### src/rtl/mul_share_pkg.sv
// Shared definitions for the shared-multiplier arbiter: FSM encoding and datapath widths.
package mul_share_pkg;

  localparam int OP_W  = 32;
  localparam int RES_W = 64;

  typedef enum logic [1:0] {
    IDLE = 2'd0,
    MUL  = 2'd1,
    RESP = 2'd2
  } state_e;

endpackage

### src/rtl/mul_share_arbiter_rr_pick.sv
// Combinational round-robin picker: the first asserted request after ptr wins, wrapping modulo NREQ.
module rr_pick #(
  parameter int NREQ  = 4,
  parameter int PTR_W = 2
) (
  input  logic [NREQ-1:0]  req,
  input  logic [PTR_W-1:0] ptr,
  output logic [PTR_W-1:0] grant,
  output logic             any_req
);

  // Index of the requester k positions after ptr, wrapped into 0..NREQ-1.
  function automatic logic [PTR_W-1:0] slot(input logic [PTR_W-1:0] p, input int k);
    int s;
    s = (int'(p) + k) % NREQ;
    return PTR_W'(s);
  endfunction

  // Scan from lowest to highest priority so the highest-priority hit is written last.
  always_comb begin
    grant   = '0;
    any_req = 1'b0;
    for (int k = NREQ; k >= 1; k--) begin
      if (req[slot(ptr, k)]) begin
        grant   = slot(ptr, k);
        any_req = 1'b1;
      end
    end
  end

endmodule

### src/rtl/mul_share_arbiter_xmult.sv
// XMult: full-precision signed 32x32 -> 64 combinational multiplier with its own overflow flag.
module XMult
  import mul_share_pkg::*;
(
  input  logic signed [OP_W-1:0]  a,
  input  logic signed [OP_W-1:0]  b,
  output logic signed [RES_W-1:0] product,
  output logic                    overflow
);

  logic signed [RES_W-1:0] a_x;
  logic signed [RES_W-1:0] b_x;

  // Sign-extend first so the 64-bit product is exact for every operand pair.
  assign a_x      = RES_W'(a);
  assign b_x      = RES_W'(b);
  assign product  = a_x * b_x;
  assign overflow = ~((&product[RES_W-1:OP_W-1]) | ~(|product[RES_W-1:OP_W-1]));

endmodule

### src/rtl/mul_share_arbiter.sv
// Shares one signed 32x32 multiplier among NREQ requesters with round-robin grant,
// valid/ready handshakes on both sides and registered results with an overflow flag.
module mul_share_arbiter
  import mul_share_pkg::*;
#(
  parameter int NREQ  = 4,
  parameter int PTR_W = 2
) (
  input  logic                     clk,
  input  logic                     reset,
  input  logic [NREQ-1:0]          req_valid,
  output logic [NREQ-1:0]          req_ready,
  input  logic [NREQ*OP_W-1:0]     req_a,
  input  logic [NREQ*OP_W-1:0]     req_b,
  output logic [NREQ-1:0]          rsp_valid,
  input  logic [NREQ-1:0]          rsp_ready,
  output logic signed [RES_W-1:0]  rsp_result,
  output logic                     rsp_overflow,
  output logic [PTR_W-1:0]         rsp_id,
  output logic                     busy
);

  localparam logic [NREQ-1:0] ONE = NREQ'(1);

  // True when the product does not fit in a signed 32-bit word (bits 63..31 not all equal).
  function automatic logic ovf32(input logic signed [RES_W-1:0] p);
    return !((&p[RES_W-1:OP_W-1]) || !(|p[RES_W-1:OP_W-1]));
  endfunction

  state_e                  state;
  logic [PTR_W-1:0]        ptr;
  logic [PTR_W-1:0]        grant;
  logic                    any_req;
  logic signed [OP_W-1:0]  a_lane [NREQ];
  logic signed [OP_W-1:0]  b_lane [NREQ];
  logic signed [OP_W-1:0]  a_p0;
  logic signed [OP_W-1:0]  b_p0;
  logic [PTR_W-1:0]        id_p0;
  logic signed [RES_W-1:0] product;
  logic signed [RES_W-1:0] res_p1;
  logic                    ovf_p1;
  logic [NREQ-1:0]         vld_p1;
  logic                    busy_q;
  logic                    rsp_hs;

  // Unpack the flat operand buses into per-requester lanes.
  always_comb begin
    for (int i = 0; i < NREQ; i++) begin
      a_lane[i] = req_a[i*OP_W +: OP_W];
      b_lane[i] = req_b[i*OP_W +: OP_W];
    end
  end

  rr_pick #(
    .NREQ  (NREQ),
    .PTR_W (PTR_W)
  ) u_pick (
    .req     (req_valid),
    .ptr     (ptr),
    .grant   (grant),
    .any_req (any_req)
  );

  // Accept strobe exists only in IDLE and is suppressed while reset is held.
  assign req_ready = (reset && state == IDLE && any_req) ? (ONE << grant) : '0;

  // Only the owner's rsp_ready counts, since vld_p1 is one-hot on the owner.
  assign rsp_hs = |(vld_p1 & rsp_ready);

  // Overflow output of XMult is not needed; the flag is formed from the product here.
  XMult u_mul (
    .a        (a_p0),
    .b        (b_p0),
    .product  (product),
    .overflow ()
  );

  // Control FSM with registered operands, result and response strobes.
  always_ff @(posedge clk) begin
    if (!reset) begin
      state  <= IDLE;
      ptr    <= PTR_W'(NREQ - 1);
      a_p0   <= '0;
      b_p0   <= '0;
      id_p0  <= '0;
      res_p1 <= '0;
      ovf_p1 <= 1'b0;
      vld_p1 <= '0;
      busy_q <= 1'b0;
    end else begin
      case (state)
        // p0: accept handshake, capture the winner's operands and index
        IDLE: begin
          if (any_req) begin
            a_p0   <= a_lane[grant];
            b_p0   <= b_lane[grant];
            id_p0  <= grant;
            busy_q <= 1'b1;
            state  <= MUL;
          end
        end
        // p1: multiplier output registered together with its overflow flag
        MUL: begin
          res_p1 <= product;
          ovf_p1 <= ovf32(product);
          vld_p1 <= ONE << id_p0;
          state  <= RESP;
        end
        // response held until the owner accepts; owner becomes the new lowest priority
        RESP: begin
          if (rsp_hs) begin
            ptr    <= id_p0;
            vld_p1 <= '0;
            busy_q <= 1'b0;
            state  <= IDLE;
          end
        end
        default: state <= IDLE;
      endcase
    end
  end

  assign rsp_valid    = vld_p1;
  assign rsp_result   = res_p1;
  assign rsp_overflow = ovf_p1;
  assign rsp_id       = id_p0;
  assign busy         = busy_q;

endmodule

### config.mk
export PLATFORM = sky130hd
export DESIGN_NAME = mul_share_arbiter
export DESIGN_NICKNAME = d
export VERILOG_FILES = /design/src/rtl/mul_share_pkg.sv /design/src/rtl/mul_share_arbiter_rr_pick.sv /design/src/rtl/mul_share_arbiter_xmult.sv /design/src/rtl/mul_share_arbiter.sv
export SDC_FILE = /design/constraint.sdc
export NUM_CORES = 2
export LEC_CHECK = 0
export CAP_MARGIN = 20
export CORE_ASPECT_RATIO = 1.25
export CORE_MARGIN = 3
export CORE_UTILIZATION = 35
export CTS_BUF_LIST = sky130_fd_sc_hd__clkbuf_4 sky130_fd_sc_hd__clkbuf_8
export CTS_CLUSTER_DIAMETER = 30
export DETAILED_ROUTE_END_ITERATION = 8
export HOLD_SLACK_MARGIN = 0.02
export PLACE_DENSITY = 0.57
export SLEW_MARGIN = 30
export SYNTH_ARGS = -nofsm -noshare
export SYNTH_HDL_FRONTEND = slang
export SYNTH_HIERARCHICAL = 1
export SYNTH_SLANG_ARGS = --single-unit
### constraint.sdc
create_clock -name clk -period 17.4 [get_ports clk]
set_input_delay 2.61 -clock clk [delete_from_list [all_inputs] [get_ports clk]]
set_output_delay 2.61 -clock clk [all_outputs]
set_load 0.05 [all_outputs]
==> results.py <==
metrics = {
    "synth": {
        "synthesis.yosys.warnings": 6,
        "syn_inst": 4611,
        "postSynthAreaPerCell_um2": 9.37,
        "syn-cell-area_mm2": 0.0432,
        "synth.net_count": 6143,
    },
    "critical_path": {
        "worst-path-max-fanout": 20,
        "critPathCapture": "rsp_overflow",
        "worst-setup-path-type": "register to register",
        "critical_path_cell_count": 26,
        "max_stage_delay_ns": 0.73,
        "cpLargestDelayFamily": "adder cells",
        "regToRegEndpoint": "rsp_overflow",
        "critical_path.slowest_cell": "sky130_fd_sc_hd__dfxtp_1",
        "worst_r2r_startpoint": "b_p0[2]",
        "worst-r2r-setup-slack_ns": 7.47,
        "reg2regPathDepth": 26,
        "worst_ep_arrival_time_ns": 10.29,
        "worstPathRequired_ns": 17.76,
        "timing.critical_path.from": "b_p0[2]",
        "timing.critical_path.buf_inv": 4,
        "cpMostUsedCell": "sky130_fd_sc_hd__fa_1",
        "critical_path_sink_type": "register",
        "start_kind": "register",
    },
    "timing": {
        "rsz0062_at_grt": "no",
        "period_minus_slack_ns": 9.93,
        "tightest_slew_margin_relative_to_the_limit": 0.291,
        "final-setup-viol-count": 0,
        "layout_worst_path_cycle_share": 0.571,
        "timing.setup.tns_ns": 0,
        "whs_ns": 0.465,
        "finalHoldViolCount": 0,
        "setup_ws_ns": 7.47,
        "drv_slew": 0,
        "clock.fmax_mhz": 101,
        "worst_skew_ns": 0.0320,
        "worst_pin_slew_ns": 1.06,
    },
    "run": {
        "timing.max_cap.violations": 0,
    },
    "global_route": {
        "grt_overflow": 0,
        "via_count_of_the_first_global_routing_pass": 36400,
        "aggregate_global_route_resource_usage": 0.229,
        "grt_first_pass_wirelength_mm": 221,
        "grt_antenna_before_repair": 10,
        "maximum_number_of_pins_on_one_net_before_global_route_repair": 81,
    },
    "route": {
        "antenna_violating_nets_post_route": 0,
        "routedWlPerCell_um": 22.5,
        "routed-via-count": 32800,
        "vias_per_cell": 5.14,
        "wl_mm": 143,
        "detailedRoute.firstPassIterationCount": 5,
        "drc": 0,
        "first_iter_violations": 2136,
    },
    "placed_design": {
        "post-dp-hpwl_mm": 109,
        "placed_cell_area_mm2": 0.0480,
        "dp_worst_setup_slack_ns": 7.52,
        "gp_routability_congestion": 0.929,
        "portBuffers": 341,
    },
    "layout": {
        "layout_common_cells": "sky130_fd_sc_hd__fa_1 (1082), sky130_fd_sc_hd__inv_1 (958), sky130_fd_sc_hd__nand2_1 (800)",
        "layout-drive-gt1-share": 0.0412,
        "layout.filler_cells": 12300,
        "design.final.nets": 6298,
        "post-route-cell-area_mm2": 0.0485,
        "area.growth.synth_to_final_pct": 12.2,
        "mostFrequentLayoutCell": "sky130_fd_sc_hd__fa_1",
    },
    "clock_network": {
        "cts_max_path_buffers": 2,
        "worstSkewPairLatency_ns": 0.50,
        "cts_made_buffers": 17,
        "cts_max_level": 4,
        "postCtsHoldBufs": 0,
        "clockRootBuffer": "sky130_fd_sc_hd__clkbuf_8",
        "cts.repair.resized": 0,
        "clk_pin_slew_ns": 0.11,
        "cts.sink_count": 140,
        "clock_tree_from_tritoncts": "yes",
        "cts.repair_timing.setup_buffer_count": 0,
    },
    "worst_hold_path": {
        "hold_path.class": "register to register",
    },
    "power": {
        "leakage_uw": 0.0227,
        "powerDensity_mw_per_mm2": 148,
        "ir_worst_vdd_mv": 0.230,
    },
    "die": {
        "chipWidth_um": 320,
        "design.die.area_mm2": 0.128,
        "die_height_um": 399,
        "initial_core_util": 0.354,
        "design.core.area_mm2": 0.122,
        "rows": 143,
        "boundaryPins": 342,
    },
    "status": {
        "status": "finished, final reports clean",
    },
}
==> power by group <==
group | switching, µW | leakage, µW | internal [µW]
clock network | 157 | 0.000214 | 145
logic | 4100 | 0.0213 | 2310
registers | 66.7 | 0.00115 | 380
total | 4330 | 0.0227 | 2830
==> routing by layer <==
| metal | vias to the layer above | track usage | wire (µm) |
|---|---|---|---|
| met2 | 1169 | 0.422 | 75600 |
| met5 | - | 0 | 0 |
| li1 | 13900 | - | - |
| met3 | 365 | 0.0275 | 7520 |
| met4 | 0 | 0.104 | 7810 |
| met1 | 17300 | 0.266 | 52500 |
==> worst register-to-register path, cell delays in order (launching register included) <==
cell and delay [ns]:
sky130_fd_sc_hd__dfxtp_1 0.73, sky130_fd_sc_hd__buf_4 0.38, sky130_fd_sc_hd__nand2_1 0.13, sky130_fd_sc_hd__fa_1 0.59, sky130_fd_sc_hd__fa_1 0.43, sky130_fd_sc_hd__fa_1 0.50
sky130_fd_sc_hd__fa_1 0.55, sky130_fd_sc_hd__inv_1 0.06, sky130_fd_sc_hd__fa_1 0.51, sky130_fd_sc_hd__inv_1 0.06, sky130_fd_sc_hd__fa_1 0.54, sky130_fd_sc_hd__inv_1 0.05
sky130_fd_sc_hd__fa_1 0.49, sky130_fd_sc_hd__fa_1 0.49, sky130_fd_sc_hd__ha_1 0.45, sky130_fd_sc_hd__nand2_1 0.17, sky130_fd_sc_hd__a2111oi_0 0.72, sky130_fd_sc_hd__nand4_1 0.25
sky130_fd_sc_hd__and4_1 0.31, sky130_fd_sc_hd__o21ai_1 0.40, sky130_fd_sc_hd__o21ai_1 0.27, sky130_fd_sc_hd__o41ai_1 0.51, sky130_fd_sc_hd__xnor2_1 0.26, sky130_fd_sc_hd__nand4_1 0.12
sky130_fd_sc_hd__or4_1 0.52, sky130_fd_sc_hd__o2111ai_1 0.21, sky130_fd_sc_hd__nand3_1 0.10
==> metrics by stage <==
| step | power [µW] | instances | utilization |
|---|---|---|---|
| global route | 7810 | 6374 | 0.397 |
| floorplan | 4860 | 4611 | - |
| finish | 7160 | 6375 | 0.397 |
| detailed placement | 6820 | 6341 | 0.393 |
| CTS | 7160 | 6373 | 0.397 |
| global placement | 6780 | 6341 | 0.393 |
==> final cells by class <==
cell class                      instances  area (µm²)  area share
Inverter                              958        3600      0.0742
Tap cell                             1595        2000      0.0412
Timing Repair Buffer                  410        3950      0.0815
Sequential cell                       140        2810      0.0580
Multi-Input combinational cell       3239       35700       0.736
Antenna cell                            1        2.50   0.0000516
Clock buffer                           22         290     0.00599
Clock inverter                         10         128     0.00263
==> state kept, by name (all words and copies together), names as in the netlist <==
name,cells
b_p0,32
rsp_id,2
busy,1
rsp_result,64
state,2
a_p0,32
rsp_overflow,1
ptr,2
rsp_valid,4
==> worst min-delay path by stage <==
stage / startpoint / to / slack (ns) / cells past startpoint
CTS: rsp_result[37] / rsp_result[37] / 0.47 / 2
global placement: rsp_result[43] / rsp_result[43] / 0.45 / 2
floorplan: b_p0[14] / b_p0[14] / 0.47 / 2
global route: rsp_result[15] / rsp_result[15] / 0.49 / 2
detailed placement: rsp_result[37] / rsp_result[37] / 0.46 / 2
finish: rsp_result[37] / rsp_result[37] / 0.46 / 2
No activity file was read; power rests on OpenSTA's default activity.
